$ cat src/rtl/serial_adder_pkg.sv
// serial_adder_pkg: shared ULA state encoding and full-adder helper.
package serial_adder_pkg;
    localparam logic [1:0] ST_IDLE = 2'd0;
    localparam logic [1:0] ST_RUN  = 2'd1;
    localparam logic [1:0] ST_DONE = 2'd2;

    function automatic logic maj3(input logic x, input logic y, input logic z);
        return (x & y) | (x & z) | (y & z);
    endfunction
endpackage

$ cat src/rtl/serial_adder_full_adder.sv
// full_adder: combinational one-bit full adder cell shared by the ULA serial blocks.
module full_adder
    import serial_adder_pkg::*;
(
    input  logic a,
    input  logic b,
    input  logic ci,
    output logic s,
    output logic co
);
    assign s  = a ^ b ^ ci;
    assign co = maj3(a, b, ci);
endmodule

$ cat src/rtl/serial_adder.sv
// serial_adder: bit-serial unsigned adder, LSB first, one full-adder cell and a registered carry.
// Result and carry-out are held from done until the next operation finishes.
module serial_adder
    import serial_adder_pkg::*;
#(
    parameter int WIDTH = 8
) (
    input  logic             clk,
    input  logic             rst_n,
    input  logic             start,
    input  logic [WIDTH-1:0] a,
    input  logic [WIDTH-1:0] b,
    output logic             busy,
    output logic             done,
    output logic [WIDTH-1:0] s,
    output logic             c
);
    localparam int CW = $clog2(WIDTH);
    localparam logic [CW-1:0] LAST = CW'(WIDTH - 1);

    logic [1:0]       state_q, state_d;
    logic [CW-1:0]    cnt_q, cnt_d;
    logic             carry_q, carry_d;
    logic [WIDTH-1:0] a_q, a_d, b_q, b_d, r_q, r_d, s_q, s_d;
    logic             c_q, c_d;
    logic             fa_s, fa_co;

    full_adder u_fa (
        .a (a_q[0]),
        .b (b_q[0]),
        .ci(carry_q),
        .s (fa_s),
        .co(fa_co)
    );

    always_comb begin
        state_d = state_q;
        cnt_d   = cnt_q;
        carry_d = carry_q;
        a_d     = a_q;
        b_d     = b_q;
        r_d     = r_q;
        s_d     = s_q;
        c_d     = c_q;
        if (start && state_q != ST_RUN) begin
            a_d     = a;
            b_d     = b;
            carry_d = 1'b0;
            cnt_d   = '0;
            state_d = ST_RUN;
        end else if (state_q == ST_RUN) begin
            a_d     = a_q >> 1;
            b_d     = b_q >> 1;
            carry_d = fa_co;
            cnt_d   = cnt_q + 1'b1;
            r_d     = {fa_s, r_q[WIDTH-1:1]};
            if (cnt_q == LAST) begin
                state_d = ST_DONE;
                s_d     = r_d;
                c_d     = fa_co;
            end
        end else if (state_q != ST_IDLE) begin
            // DONE, or the unused encoding, falls back to IDLE
            state_d = ST_IDLE;
        end
    end

    always_ff @(posedge clk or negedge rst_n) begin
        if (!rst_n) begin
            state_q <= ST_IDLE;
            cnt_q   <= '0;
            carry_q <= 1'b0;
            a_q     <= '0;
            b_q     <= '0;
            r_q     <= '0;
            s_q     <= '0;
            c_q     <= 1'b0;
        end else begin
            state_q <= state_d;
            cnt_q   <= cnt_d;
            carry_q <= carry_d;
            a_q     <= a_d;
            b_q     <= b_d;
            r_q     <= r_d;
            s_q     <= s_d;
            c_q     <= c_d;
        end
    end

    assign busy = (state_q == ST_RUN);
    assign done = (state_q == ST_DONE);
    assign s    = s_q;
    assign c    = c_q;
endmodule

$ cat config.mk
export PLATFORM = sky130hd
export DESIGN_NAME = serial_adder
export DESIGN_NICKNAME = d
export VERILOG_FILES = /design/src/rtl/serial_adder_pkg.sv /design/src/rtl/serial_adder_full_adder.sv /design/src/rtl/serial_adder.sv
export SDC_FILE = /design/constraint.sdc
export NUM_CORES = 1
export LEC_CHECK = 0
export ABC_AREA = 1
export ABC_CLOCK_PERIOD_IN_PS = 1350
export CORE_MARGIN = 5
export CORE_UTILIZATION = 45
export DETAILED_ROUTE_END_ITERATION = 16
export PLACE_DENSITY = 0.79
export SLEW_MARGIN = 30
export SYNTH_ARGS = -nofsm -noshare
export SYNTH_HDL_FRONTEND = slang
export SYNTH_SLANG_ARGS = --single-unit
$ cat constraint.sdc
create_clock -name clk -period 1.35 [get_ports clk]
set_input_delay 0.27 -clock clk [delete_from_list [all_inputs] [get_ports clk]]
set_output_delay 0.27 -clock clk [all_outputs]
set_load 0.05 [all_outputs]
-- After elaboration in Yosys (flattened, before gate mapping)
Index checks and enable logic that the tools add are counted.
Widths: inputs -> output; s select.
- input bits: 19
- output and inout bits: 11
- logic and storage cells: 41
- bits in registers: 39
- add/sub/neg operators: 1
- multiplexer cells: 12
- bitwise operators: 8
- eq/ne operators: 5
- reduce and logical (&&, ||, !) cells: 7
- operators with widths (operator ; number):
    $mux 8 ; 4
    $mux 2 ; 4
    $mux 3 ; 2
    $reduce_and 2->1 ; 2
    $reduce_bool 2->1 ; 2
    $add 3x1->3 const B ; 1
    $and 1x1->1 ; 3
    $eq 3x3->1 const B ; 1
    $ne 3x1->1 const B ; 1
    $reduce_and 3->1 ; 1
    $reduce_bool 3->1 ; 1
    $eq 2x1->1 const B ; 1
    $eq 2x2->1 const B ; 1
    $mux 1 ; 2
    $ne 2x1->1 const B ; 1
    $or 1x1->1 ; 2
    $xor 1x1->1 ; 2
    $logic_and 1x1->1 ; 1
    $not 1->1 ; 1

-- Depth between registers and ports, before layout
- depth after elaboration: 5
- depth in mapped cells: 7
- mapped depth without buffers: 6

-- Hierarchy
From an unflattened synthesis, not the netlist that was laid out.
- cells, all modules: 182
- area, all modules: 1659.1 µm²
- by module, submodules not included (module ; seq. area each (µm²) ; area an instance (µm²) ; cells an instance ; instances):
    serial_adder ; 950.9 ; 1639.1 ; 181 ; 1
    full_adder ; 0.0 ; 20.0 ; 1 ; 1

-- Worst setup path after synthesis
No wires, ideal clock.
- path type: reg-to-output
- start: register state_q[1]
- end: output port done
- buffers on the path: 0
- arrival: 1.077 ns
- stages on the path, launching flop included: 3
- required time: 1.080 ns
- setup slack: 0.003 ns
- path through: dfrtp_1 -> inv_2 -> nor2_1
- word-level cells in the longest chain between the ends: 1
- ends and longest elaborated chain (what ; line ; source):
    start, declared ; serial_adder.sv:21 ; logic [1:0] state_q, state_d;
    start signal, assigned ; serial_adder.sv:79 ; state_q <= state_d;
    $eq 2x2->1 ; serial_adder.sv:91 ; assign done = (state_q == ST_DONE);
    end, declared ; serial_adder.sv:14 ; output logic done,
No other way between the ends.

-- Worst setup path after layout
- start: register state_q[0]
- end: output port busy
- word-level cells in the longest chain between the ends: 1
- ends and longest elaborated chain (what ; line ; source):
    $eq 2x1->1 ; serial_adder.sv:90 ; assign busy = (state_q == ST_RUN);
    end, declared ; serial_adder.sv:13 ; output logic busy,
No other way between the ends.

==> out/summary.txt <==
Initial antenna violation count - 0
Crit Path Category - reg2out
# setup viols final - 0
Chip height - 70.4 um
WP buf/inv - 2
IO Count - 30
Synthesized cell area - 1640 sq um
Outcome - finished clean
Total gr overflow - 0
Utilization after layout - 61.1%
CTS clk-pin slew, worst paths - 0.07 ns
Crit share post-route - 98.3%
Gpl congestion - 0.781
CP required - 1.08 ns
Max Slew Vio Count - 0
DP Wirelength - 2300 um
Seq/Total Area, Yosys - 57.9%
PD cells - 2240 nW/um^2
Core area - 3610 sq um
Element type at the critical path start - register
Hold_ws - 0.362 ns
Setup TNS - 0 ns
Crit path DAT - 1.06 ns
P_leak - 1.08 nW
H-tree depth - 2
Seq cells post-synth - 38
Peak supply drop - 0.000952 V
Peak Freq - 753 MHz
Clock Skew - 0.00646 ns
Worst-path cell chain - inv_2 > nor2_4 > buf_12
Fill cells - 291
Clock Path Buffers - 2
Fin crit period - 1.33 ns
Hold WC Path Type - in2async
Slew @ Worst Pin - 0.433 ns
Num CTS Buffers - 5
Place WS - -0.166 ns
Residual DRC - 0
Antenna Cells - 0
RSZ-0062 raised after global routing - yes
Vias in the first global route - 1311
Mapped Cells - 181
Largest net degree at the start of global routing - 39
Root Buffer - clkbuf_8
Largest stage delay on the critical path - 0.41 ns
Clk sinks - 38
Row count - 22
Routed Antenna Nets - 0
Synth Warn # - 0
Syn nets - 203
I/O Buffers - 29
CP max FO - 3
Layout area overhead - 34.2%
Vias - 1309
Slew HR - 71.1%
Final #Nets - 237
Top Family by Delay on Critical Path - flip-flops
1st-pass router iterations - 5
CP max-delay cell - dfrtp_1
Starting DRT DRC Count - 117
Clock Latency Late Sink - 0.29 ns
Final setup margin - 0.0228 ns
Yosys cell types - 17
CTS tree - done
Die W - 70.4 um
Final-report hold violation count - 0
Total Die Area - 4960 sq um
Layout cells sized above 1 - 15.3%
Global Route Usage Sum - 15.5%
Synth Area per Inst - 9.08 sq um
Drt wl/cell - 12.9 um
First-pass GRT wire length - 6020 um
Max-cap violations - 0
Initial core utilization - 45.6%
Drt via density - 4.96
CP endpoint kind - primary output
Drt total wl - 3400 um
-- layer usage --
layer	GRT usage (%)	vias to the layer above	part of all wire [%]
li1	-	652	-
met1	20.1	614	41
met5	0	-	0
met4	9.15	0	2.6
met3	3.45	7	5.1
met2	23.6	36	51
-- final cells by class --
cell class              instances  area, sq um  share of cell area (%)
flip-flops and latches         38          951                    43.1
multi-input cells             126          599                    27.2
repair buffers                 37          477                    21.6
clock buffers                   7         86.3                    3.92
well taps                      48         60.1                    2.72
inverters                       7         26.3                    1.19
clock inverters                 1         5.00                   0.227
-- metrics by stage --
stage	power (mW)	instances	area (sq um)
6_report	4.95	264	2200
5_1_grt	5.29	264	2200
4_1_cts	4.96	264	2190
3_5_place_dp	4.12	255	2090
3_3_place_gp	4.04	255	2090
2_1_floorplan	3.23	181	1640
-- cells in the final DEF, fill, tap and decap left out --
master	n
nand2_1	65
nand3_1	44
dfrtp_1	38
clkdlybuf4s50_1	18
buf_12	12
clkbuf_8	6
buf_4	6
inv_1	5
o21ai_0	3
o21ai_1	3
inv_2	2
nor2_4	2
nor2_1	2
ha_1	2
nor2_2	1
nand2_2	1
nand2_4	1
or2_0	1
fa_1	1
clkinv_2	1
clkbuf_1	1
buf_6	1
-- power by group --
part           switching (mW)  leakage (nW)  total [mW]  internal, mW
clock network           0.376        0.0482       0.788         0.412
registers               0.334         0.491        1.91          1.58
logic                    1.25         0.542        2.24         0.991
total                    1.96          1.08        4.95          2.98
-- what timing repair did --
action | in CTS | in global routing
resized for setup | 2 | 3
buffers inserted | 1 | 0
pin swaps | 1 | 1
hold buffers | 0 | 0
endpoints found under the setup margin | 13 | 12
-- state kept, by name, indices dropped and copies added (netlist names) --
| signal | cells |
|---|---|
| a_q | 8 |
| b_q | 8 |
| s | 8 |
| r_q | 7 |
| cnt_q | 3 |
| state_q | 2 |
| c | 1 |
| carry_q | 1 |
-- cell families after synthesis --
group | synth area share [%]
simple gates | 31.0
fa+ha+maj | 2.74
buf+inv | 6.55
flops | 57.9
compound gates | 1.83
-- synthesized netlist by cell type --
master / n / area, sq um
nand2_1: 65 / 244
clkbuf_1: 1 / 3.75
nor2_1: 4 / 15.0
dfrtp_1: 38 / 951
nor2_4: 1 / 11.3
nand3_1: 44 / 220
nand2_2: 2 / 12.5
o21ai_1: 3 / 15.0
inv_1: 5 / 18.8
ha_1: 2 / 25.0
buf_6: 4 / 45.0
or2_0: 1 / 6.26
buf_4: 3 / 22.5
buf_2: 2 / 10.0
o21ai_0: 3 / 15.0
inv_2: 2 / 7.51
fa_1: 1 / 20.0
-- worst paths after layout --
path | to | slack [ns] | cells past startpoint | from
max | busy | 0.02 | 3 | state_q[0]
min | b_q[4] | 0.36 | 2 | rst_n
max reg2reg | s[6] | 0.10 | 6 | cnt_q[0]
min reg2reg | s[4] | 0.47 | 2 | r_q[5]
max in group asynchronous | c | 0.80 | 2 | rst_n
min in group clk | s[4] | 0.47 | 2 | r_q[5]
(Power assumes the default switching activity.)
